===== src/rtl/output_read_scheduler.sv =====
// rtl/output_read_scheduler.sv - round-robin job scheduler driving the header/BRAM output read path
module output_read_scheduler #(
    parameter int          N_REQ       = 4,
    parameter int          TIMEOUT_CYC = 65535,
    parameter logic [15:0] SYNC_WORD   = 16'hA5A5
) (
    input  logic                  aclk,
    input  logic                  areset,
    input  logic [N_REQ-1:0]      req_valid,
    output logic [N_REQ-1:0]      req_ready,
    input  logic [3*N_REQ-1:0]    req_bram_start,
    input  logic [3*N_REQ-1:0]    req_bram_end,
    input  logic [16*N_REQ-1:0]   req_addr_count,
    input  logic [N_REQ-1:0]      req_notify,
    output logic [2:0]            rd_bram_start,
    output logic [2:0]            rd_bram_end,
    output logic [15:0]           rd_addr_count,
    output logic                  notification_only,
    output logic                  send_header,
    output logic [15:0]           header_word_0,
    output logic [15:0]           header_word_1,
    output logic [15:0]           header_word_2,
    output logic [15:0]           header_word_3,
    output logic [15:0]           header_word_4,
    output logic [15:0]           header_word_5,
    input  logic                  read_done,
    input  logic                  out_tlast_hs,
    output logic [N_REQ-1:0]      done_pulse,
    output logic                  done_err,
    output logic                  busy,
    output logic [2:0]            grant_id,
    output logic [7:0]            seq_num,
    output logic                  err_timeout
);
    localparam int CW = $clog2(TIMEOUT_CYC + 1);

    typedef enum logic [2:0] {S_IDLE, S_ARB, S_LOAD, S_TRIG, S_WAIT, S_COOL} state_t;

    state_t             r_state, w_state_nxt;
    logic [2:0]         r_last_grant, r_grant_id;
    logic [2:0]         r_d_start, r_d_end;
    logic [15:0]        r_d_count;
    logic               r_d_notify;
    logic [7:0]         r_seq;
    logic [CW-1:0]      r_wait_cnt;
    logic               r_cool_cnt, r_rd_seen, r_tl_seen, r_err_timeout;
    logic [N_REQ-1:0]   r_req_ready, r_done_pulse;
    logic               r_done_err, r_send_header;
    logic [2:0]         r_rd_start, r_rd_end;
    logic [15:0]        r_rd_count;
    logic               r_rd_notify;
    logic [15:0]        r_hdr1, r_hdr2, r_hdr3, r_hdr4, r_hdr5;

    logic [7:0]         w_valid_ext;
    logic [2:0]         w_start_arr [8];
    logic [2:0]         w_end_arr   [8];
    logic [15:0]        w_count_arr [8];
    logic               w_notify_arr[8];
    logic               w_found, w_job_ok, w_complete;
    logic [2:0]         w_win;
    logic [3:0]         w_idx, w_banks;
    logic [15:0]        w_word1, w_word2, w_word3, w_word4, w_word5;
    logic [N_REQ-1:0]   w_req_ready_nxt, w_done_nxt;
    logic               w_done_err_nxt, w_send_nxt, w_finish, w_timeout;

    // Unpack the flat descriptor buses into 8-entry tables so a 3-bit grant index selects directly
    for (genvar g = 0; g < 8; g++) begin : g_desc
        if (g < N_REQ) begin : g_used
            assign w_valid_ext[g]  = req_valid[g];
            assign w_start_arr[g]  = req_bram_start[g*3 +: 3];
            assign w_end_arr[g]    = req_bram_end[g*3 +: 3];
            assign w_count_arr[g]  = req_addr_count[g*16 +: 16];
            assign w_notify_arr[g] = req_notify[g];
        end else begin : g_unused
            assign w_valid_ext[g]  = 1'b0;
            assign w_start_arr[g]  = '0;
            assign w_end_arr[g]    = '0;
            assign w_count_arr[g]  = '0;
            assign w_notify_arr[g] = 1'b0;
        end
    end

    // Round-robin search starting just after the previous winner
    always_comb begin
        w_found = 1'b0;
        w_win   = '0;
        w_idx   = '0;
        for (int i = 1; i <= N_REQ; i++) begin
            w_idx = {1'b0, r_last_grant} + 4'(i);
            if (w_idx >= 4'(N_REQ)) w_idx = w_idx - 4'(N_REQ);
            if (!w_found && w_valid_ext[w_idx[2:0]]) begin
                w_found = 1'b1;
                w_win   = w_idx[2:0];
            end
        end
    end

    // Notification jobs carry no data range, so only data jobs are range/count checked
    assign w_job_ok = w_notify_arr[w_win] ||
                      ((w_end_arr[w_win] >= w_start_arr[w_win]) && (w_count_arr[w_win] != 16'd0));

    assign w_banks = ({1'b0, r_d_end} - {1'b0, r_d_start}) + 4'd1;
    assign w_word1 = {r_seq, 4'b0, r_d_notify, r_grant_id};
    assign w_word2 = {10'b0, r_d_end, r_d_start};
    assign w_word3 = r_d_count;
    assign w_word4 = r_d_notify ? 16'h0000 : 16'(w_banks) * r_d_count;
    assign w_word5 = SYNC_WORD ^ w_word1 ^ w_word2 ^ w_word3 ^ w_word4;

    // A data job needs both the batch read and the final stream beat; each may arrive first
    assign w_complete = r_d_notify ? out_tlast_hs
                                   : ((r_rd_seen | read_done) & (r_tl_seen | out_tlast_hs));

    // FSM state register
    always_ff @(posedge aclk or posedge areset) begin
        if (areset) r_state <= S_IDLE;
        else        r_state <= w_state_nxt;
    end

    // Next state plus next values of the registered handshake pulses
    always_comb begin
        w_state_nxt     = r_state;
        w_req_ready_nxt = '0;
        w_done_nxt      = '0;
        w_done_err_nxt  = 1'b0;
        w_send_nxt      = 1'b0;
        w_finish        = 1'b0;
        w_timeout       = 1'b0;
        case (r_state)
            S_IDLE: if (|req_valid) w_state_nxt = S_ARB;
            S_ARB: begin
                if (!w_found) begin
                    w_state_nxt = S_IDLE;
                end else begin
                    w_req_ready_nxt = N_REQ'(1) << w_win;
                    if (w_job_ok) begin
                        w_state_nxt = S_LOAD;
                    end else begin
                        w_state_nxt    = S_COOL;
                        w_done_nxt     = N_REQ'(1) << w_win;
                        w_done_err_nxt = 1'b1;
                    end
                end
            end
            S_LOAD: begin
                w_state_nxt = S_TRIG;
                w_send_nxt  = 1'b1;
            end
            S_TRIG: w_state_nxt = S_WAIT;
            S_WAIT: begin
                if (w_complete) begin
                    w_state_nxt = S_COOL;
                    w_done_nxt  = N_REQ'(1) << r_grant_id;
                    w_finish    = 1'b1;
                end else if (r_wait_cnt == CW'(TIMEOUT_CYC - 1)) begin
                    w_state_nxt    = S_COOL;
                    w_done_nxt     = N_REQ'(1) << r_grant_id;
                    w_done_err_nxt = 1'b1;
                    w_finish       = 1'b1;
                    w_timeout      = 1'b1;
                end
            end
            S_COOL: if (r_cool_cnt) w_state_nxt = (|req_valid) ? S_ARB : S_IDLE;
            default: w_state_nxt = S_IDLE;
        endcase
    end

    // Registered pulses, sequence number and sticky timeout flag
    always_ff @(posedge aclk or posedge areset) begin
        if (areset) begin
            r_req_ready   <= '0;
            r_done_pulse  <= '0;
            r_done_err    <= 1'b0;
            r_send_header <= 1'b0;
            r_seq         <= 8'd0;
            r_err_timeout <= 1'b0;
        end else begin
            r_req_ready   <= w_req_ready_nxt;
            r_done_pulse  <= w_done_nxt;
            r_done_err    <= w_done_err_nxt;
            r_send_header <= w_send_nxt;
            if (w_finish)  r_seq         <= r_seq + 8'd1;
            if (w_timeout) r_err_timeout <= 1'b1;
        end
    end

    // Latch the winner and its descriptor at grant time
    always_ff @(posedge aclk or posedge areset) begin
        if (areset) begin
            r_last_grant <= 3'(N_REQ - 1);
            r_grant_id   <= '0;
            r_d_start    <= '0;
            r_d_end      <= '0;
            r_d_count    <= '0;
            r_d_notify   <= 1'b0;
        end else if (r_state == S_ARB && w_found) begin
            r_last_grant <= w_win;
            r_grant_id   <= w_win;
            r_d_start    <= w_start_arr[w_win];
            r_d_end      <= w_end_arr[w_win];
            r_d_count    <= w_count_arr[w_win];
            r_d_notify   <= w_notify_arr[w_win];
        end
    end

    // Datapath and header outputs are loaded once per job and held until the next job
    always_ff @(posedge aclk or posedge areset) begin
        if (areset) begin
            r_rd_start  <= '0;
            r_rd_end    <= '0;
            r_rd_count  <= '0;
            r_rd_notify <= 1'b0;
            r_hdr1      <= '0;
            r_hdr2      <= '0;
            r_hdr3      <= '0;
            r_hdr4      <= '0;
            r_hdr5      <= '0;
        end else if (r_state == S_LOAD) begin
            r_rd_start  <= r_d_start;
            r_rd_end    <= r_d_end;
            r_rd_count  <= r_d_count;
            r_rd_notify <= r_d_notify;
            r_hdr1      <= w_word1;
            r_hdr2      <= w_word2;
            r_hdr3      <= w_word3;
            r_hdr4      <= w_word4;
            r_hdr5      <= w_word5;
        end
    end

    // WAIT cycle counter and completion flags; anything seen outside WAIT is discarded
    always_ff @(posedge aclk or posedge areset) begin
        if (areset) begin
            r_wait_cnt <= '0;
            r_rd_seen  <= 1'b0;
            r_tl_seen  <= 1'b0;
            r_cool_cnt <= 1'b0;
        end else begin
            if (r_state == S_WAIT) begin
                r_wait_cnt <= r_wait_cnt + CW'(1);
                r_rd_seen  <= r_rd_seen | read_done;
                r_tl_seen  <= r_tl_seen | out_tlast_hs;
            end else begin
                r_wait_cnt <= '0;
                r_rd_seen  <= 1'b0;
                r_tl_seen  <= 1'b0;
            end
            r_cool_cnt <= (r_state == S_COOL) ? ~r_cool_cnt : 1'b0;
        end
    end

    assign req_ready         = r_req_ready;
    assign done_pulse        = r_done_pulse;
    assign done_err          = r_done_err;
    assign send_header       = r_send_header;
    assign busy              = (r_state != S_IDLE);
    assign grant_id          = r_grant_id;
    assign seq_num           = r_seq;
    assign err_timeout       = r_err_timeout;
    assign rd_bram_start     = r_rd_start;
    assign rd_bram_end       = r_rd_end;
    assign rd_addr_count     = r_rd_count;
    assign notification_only = r_rd_notify;
    assign header_word_0     = SYNC_WORD;
    assign header_word_1     = r_hdr1;
    assign header_word_2     = r_hdr2;
    assign header_word_3     = r_hdr3;
    assign header_word_4     = r_hdr4;
    assign header_word_5     = r_hdr5;
endmodule

===== config.mk =====
export PLATFORM = sky130hd
export DESIGN_NAME = output_read_scheduler
export DESIGN_NICKNAME = d
export VERILOG_FILES = /design/src/rtl/output_read_scheduler.sv
export SDC_FILE = /design/constraint.sdc
export NUM_CORES = 1
export LEC_CHECK = 0
export CAP_MARGIN = 0
export CORE_MARGIN = 2
export CORE_UTILIZATION = 46
export CTS_BUF_LIST = sky130_fd_sc_hd__clkbuf_2
export CTS_CLUSTER_DIAMETER = 200
export DETAILED_ROUTE_END_ITERATION = 10
export GPL_ROUTABILITY_DRIVEN = 0
export PLACE_DENSITY_LB_ADDON = 0.2
export RECOVER_POWER = 50
export SETUP_SLACK_MARGIN = 0.5
export SYNTH_ARGS = -nofsm -noshare
export SYNTH_HDL_FRONTEND = slang
export SYNTH_SLANG_ARGS = --single-unit

===== constraint.sdc =====
create_clock -name aclk -period 5.63 [get_ports aclk]
set_input_delay 1.4075 -clock aclk [delete_from_list [all_inputs] [get_ports aclk]]
set_output_delay 1.4075 -clock aclk [all_outputs]
set_load 0.1 [all_outputs]

==> metrics.md <==
| Metric | Value |
|---|---|
| Register area share after synthesis | `36.4%` |
| DRT antenna net count | `0` |
| Crit path largest cell delay | `between 500 and 600 ps` |
| Core area | `19,700 um2` |
| Drt total wl | `approximately 26 mm` |
| Drt initial violations | `601` |
| Max-capacitance violation count | `2` |
| Outcome | `complete, but fails checks` |
| Max frequency | `201 MHz` |
| Worst Path Arrival | `5610 ps` |
| TritonCTS clock tree | `done` |
| CTS Hold Bufs | `0` |
| Layout Nets | `1,419` |
| H-tree depth | `4` |
| Avg Inst Size Synth | `8.54 um2` |
| Flip-flop and latch count after synthesis | `135` |
| Worst skew pair latency | `between 700 and 800 ps` |
| Clock sinks | `135` |
| Die area | `21,300 um2` |
| Failing checks | `max-capacitance violations, max-slew violations` |
| CTS clock-pin slew for the worst setup and hold paths | `220 ps` |
| FF-to-FF path depth | `22` |
| WP data required | `6270 ps` |
| Worst slew pin tran | `2380 ps` |
| Worst path slowest cell | `fa_1` |
| Via/cell ratio | `~5.3` |
| Crit path buf inv count | `4` |
| I/O Buffers | `211` |
| Final hold viol count | `0` |
| Clock Tree Buf Depth | `2` |
| Yosys top cell area share | `approximately 36%` |
| Global-route wire length before repair | `41.2 mm` |
| Pin count of the biggest net entering global routing | `about 110` |
| Final setup violation count | `0` |
| Unrepaired setup endpoints after global routing | `false` |
| CTS buffer count | `17` |
| Root Buffer | `clkbuf_2` |
| Yosys cell types | `70` |
| CP cell instances | `inv_1 -> ha_1 -> inv_1 -> ha_1 -> fa_2 -> xnor2_4 -> and2_4 -> fa_1 -> inv_1 -> fa_1 -> inv_1 -> ha_4 -> a21o_1 -> a21oi_4 -> o21bai_1 -> a21o_1 -> a21oi_2 -> o21bai_1 -> xor2_1 -> nand2_1 -> xnor2_1 -> mux2_2` |
| Post-synth EDFFs | `0` |
| Mapped Cells | `between 1,000 and 1,500` |
| HPWL after DPL | `roughly 20 mm` |
| Area leader, netlist | `dfrtp_1` |
| Vias in the first global route | `7,707` |
| Final Cycle Share | `88.3%` |
| TNS Setup | `0 ps` |
| Ys flop type | `dfrtp_1` |
| Startpoint types | `flop` |
| CP endpoint kind | `flop` |
| Die X-Extent | `146 um` |
| Hold Path Class | `flop to flop` |
| Clock skew | `41.5 ps` |
| DR DRC count | `0` |
| Die height | `between 100 and 150 um` |
| Max-slew violations | `174` |
| Number of antenna violations at the first check in global routing | `1` |
| Crit-path most repeated cell | `inv_1` |
| Layout cells sized above 1 | `between 8 and 9%` |
| Max FO, Critical Path | `3` |
| Overflow after GRT | `0` |
| Num ports | `approximately 240` |
| Top post-synthesis cells by area | `dfrtp_1 36%, nand2_1 9.3%, fa_1 5.6%, xnor2_1 4.6%, buf_4 4.4%` |
| DR WL/cell | `around 17 um` |
| Area of the mapped netlist | `9290 um2` |
| Vias | `8,142` |
| Setup CP Type | `flop to flop` |
| Initial Util | `47.2%` |
| Stages on the worst setup path | `22` |
| FP Rows | `51` |
| Area Overhead vs Synth | `27.0%` |
| Worst slew margin | `-58.4%` |
| Final hold slack | `453 ps` |
| DRT Pass-1 Iters | `5` |
| Synth Warn # | `0` |
| Largest delay contributor family on the critical path | `adder cells` |
| Period minus WS final | `between 4000 and 5000 ps` |
| Hold Crit Depth | `1` |
| GRT Util Overall | `24.1%` |
| Asr flop ratio synth | `100%` |
## cells in the final DEF (no fill, tap or decap), drive strengths merged, types with 30 or more instances in the layout
cell | synthesis | routed
nand2 | 231 | 231
xnor2 | 49 | 49
conb | 2 | 30
inv | 58 | 63
nor2 | 63 | 63
nand3 | 44 | 44
and2 | 53 | 53
dfrtp | 133 | 133
o21ai | 65 | 65
clkdlybuf4s50 | 0 | 210
## sequential cells by signal (all words and copies together) (netlist names), 3 cells and up
name,flops
done_pulse,4
header_word_1,12
header_word_3,16
header_word_4,16
header_word_5,16
r_d_count,16
r_d_end,3
r_d_start,3
r_last_grant,3
r_state,3
r_wait_cnt,16
rd_bram_end,3
req_ready,4
seq_num,8
## layout make-up
type / instances / area [um2]
inverter: 59 / 225
clock buffer: 18 / 90.1
antenna: 1 / 2.50
sequential: 135 / 3380
clock inverter: 14 / 164
timing repair buffer: 242 / 2340
multi-input combinational: 810 / 5260
fill: 1803 / 7860
tap: 265 / 332
## cells by family after synthesis
group	Yosys count	share of synthesized area (%)
compound gates	168	11.9
fa+ha+maj	54	9.38
flops	135	36.4
buf+inv	170	9.36
xor+xnor	67	6.32
simple gates	457	22.4
other cells	2	0.0809
mux	34	4.15
## cell usage after synthesis (13+ instances only)
master / count
ha_1: 28
clkbuf_1: 41
buf_4: 55
o21ai_0: 63
nand2_1: 230
o211ai_1: 14
dfrtp_1: 133
nand3_1: 44
inv_1: 58
mux2i_1: 19
nor3_1: 21
xnor2_1: 49
fa_1: 26
xor2_1: 18
mux2_2: 13
and2_1: 53
a21oi_1: 18
nor2_1: 63
## per-layer routing
layer	up-vias	routed length [um]	global-route usage, %
li1	3898	-	-
met1	3831	11100	33.4
met2	376	11900	38.7
met3	37	1890	4.41
met4	0	641	7.77
met5	-	0	0
## final timing paths
check                                       startpoint                             to  slack (ps)
worst max register to register  r_d_end[1]$_DFFE_PP0P_  header_word_5[10]$_DFFE_PP0P_         660
worst min register to register    r_cool_cnt$_DFF_PP0_           r_cool_cnt$_DFF_PP0_         450
max in group asynchronous                       areset   header_word_3[1]$_DFFE_PP0P_        1790
worst max-delay path            r_d_end[1]$_DFFE_PP0P_  header_word_5[10]$_DFFE_PP0P_         660
min in group asynchronous                       areset   header_word_1[9]$_DFFE_PP0P_        1800
worst min-delay path              r_cool_cnt$_DFF_PP0_           r_cool_cnt$_DFF_PP0_         450
## what timing repair did
action / in CTS / in global routing
gates cloned: 0 / 0
setup endpoints to repair: 10 / 13
pin swaps: 1 / 13
resized for setup: 4 / 15
hold endpoints to repair: 0 / 0
buffers inserted: 3 / 3
## per-stage QoR
step | setup slack (ps) | area [um2] | utilization (%) | instances
finish | 657 | 11800 | 60.0 | 1544
global route | 433 | 11800 | 60.0 | 1544
CTS | 410 | 11700 | 59.6 | 1540
detailed placement | -80.6 | 11400 | 58.0 | 1505
global placement | 43.3 | 11400 | 58.0 | 1505
floorplan | 523 | 9410 | - | 1115
Power is left out: the tool's default activity adds up to more than one toggle a clock period on the data nets, which glitch-free logic cannot reach.
==> RTL edit, RTL diff (config.mk and constraints unchanged) <==
The output `done_err` loses its register stage (`r_done_err` becomes a continuous assignment).
--- a/src/rtl/output_read_scheduler.sv
+++ b/src/rtl/output_read_scheduler.sv
@@ -171,3 +171,2 @@
             r_done_pulse  <= '0;
-            r_done_err    <= 1'b0;
             r_send_header <= 1'b0;
@@ -178,3 +177,2 @@
             r_done_pulse  <= w_done_nxt;
-            r_done_err    <= w_done_err_nxt;
             r_send_header <= w_send_nxt;
@@ -184,2 +182,4 @@
     end
+
+    assign r_done_err = w_done_err_nxt;
 
Formal check against the unedited RTL: not equivalent (Yosys sat finds a counterexample within 4 cycles, from zero or initial values and one cycle with areset high).
==> RTL edit against the original RTL <==
The run ends with max-capacitance violations, max-slew violations, negative setup slack left. Cell area rose by 5.8%. Sequential cell count fell by 1. Clock skew fell by 1.6 ps. Register-to-register slack got worse by 40 ps. Wire length rose by 4.2%. Sequential share of layout area fell by 1.8 points. Cell count rose by 4.3%. Setup slack got worse by 1100 ps. Area after synthesis rose by 2.7%. Critical path type is now input port to output pin. Highest routed layer unchanged.
Power is not shown: default switching activity piles up to over one toggle a cycle in this logic, so the estimate is an artifact.
==> RTL edit: results (changes against the original RTL) <==
- Layout cells sized above 1: 13.1% (+4.5 points)
- Largest net degree at the start of global routing: 105 (-7.9%)
- FILL cells: 1,782 (-1.2%)
- Top cells by area, synth: dfrtp_1 (35%), nand2_1 (9.6%), fa_1 (5.5%)
- Worst reg-to-reg path cell count: 20 (-9.1%)
- Wire length per cell: 16.6 um (-0.15%)
- Final Skew: 39.9 ps (-1.58 ps)
- Top cells by count, synth: nand2_1 (245), dfrtp_1 (132), o21ai_0 (71)
- Syn_area_per_cell: 8.60 sq um (+0.70%)
- WP data arrival: 4700 ps (-910 ps)
- Total number of vias: 8,647 (+6.2%)
- Number of global-route vias before repair: 8,237 (+6.9%)
- Clk Latency, worst-skew pair: 760 ps (+20 ps)
- Setup TNS Final: -474 ps (-474 ps)
- PnR worst setup slack: -474 ps (-1130 ps)
- Failing checks: max-capacitance violations, max-slew violations, negative setup slack
- Outcome: finished, violations left
- Final Max Slew Viols: 245 (+41%)
- Fin Hold WS: 482 ps (+28.9 ps)
- Final net count: 1,481 (+4.4%)
- Final Util: 61.5% (+1.5 points)
- Dpl hpwl: 19.8 mm (+1.2%)
- First-pass GRT wire length: 43.0 mm (+4.5%)
- Seq/Total Area, Yosys: 35.2% (-1.2 points)
- Least-Margin Pin Slew: 3850 ps (+1480 ps)
- Final setup vio count: 1 (+1)
- Synth cell types: 66 (-5.7%)
- Reg-to-Reg End: header_word_4[14]
- R2r startpoint: r_d_start[1]
- Worst R2R Setup Slack: 620 ps (-40 ps)
- Dpl cell area: 11,900 sq um (+4.6%)
- Count of maximum capacitance violations: 3 (+1)
[RTL edit: cells by family (layout without fill, tap and decap cells)]
family / Yosys count / in the layout / share of synthesized area (%)
muxes: 39 / 39 / 4.60
other: 2 / 31 / 0.0787
buffers and inverters: 183 / 386 / 10.0
and+or+nand+nor: 414 / 414 / 19.3
adders and majority gates: 54 / 54 / 9.13
xor gates and xnor gates: 65 / 65 / 5.97
DFF: 134 / 134 / 35.2
AOI/OAI and AO/OA: 218 / 218 / 15.8
[RTL edit: final cells by class]
type                            instances  share of cell area, %
Antenna cell                            1                 0.0200
Clock buffer                           18                  0.722
Clock inverter                         14                   1.14
Inverter                               67                   2.02
Multi-Input combinational cell        820                   44.7
Sequential cell                       134                   26.9
Tap cell                              270                   2.71
Timing Repair Buffer                  287                   21.8
[RTL edit: worst max path at each step]
stage                 startpoint        to  slack [ps]  depth (start not counted)
floorplan           req_valid[0]  done_err        -260                         15
CTS                 req_valid[2]  done_err        -430                         14
global placement    req_valid[0]  done_err        -550                         15
detailed placement  req_valid[0]  done_err        -650                         15
global route        req_valid[2]  done_err        -580                         12
finish              req_valid[2]  done_err        -470                         14
[RTL edit: repair_timing]
action | in CTS | in global routing
setup endpoints to repair | 11 | 9
pin swaps | 2 | 22
buffers inserted | 4 | 12
resized for setup | 22 | 29
[RTL edit: critical path, cell delays in order]
cell             delay [ps]
clkdlybuf4s50_1         430
mux4_2                  550
or3b_4                  420
nor4_4                  190
nor3_1                  100
and3_1                  180
a31oi_2                 170
ha_1                    260
nand2b_1                140
a21o_1                  180
a21o_1                  180
o31a_4                  130
o21ai_4                 160
buf_12                  190
[RTL edit: per-layer routing]
layer	GRT usage, %	share of wire [%]	up-vias
met2	40.9	50	333
met5	0	0	-
met3	4.51	5.9	42
met1	32.6	42	4129
li1	-	-	4143
met4	6.86	1.9	0
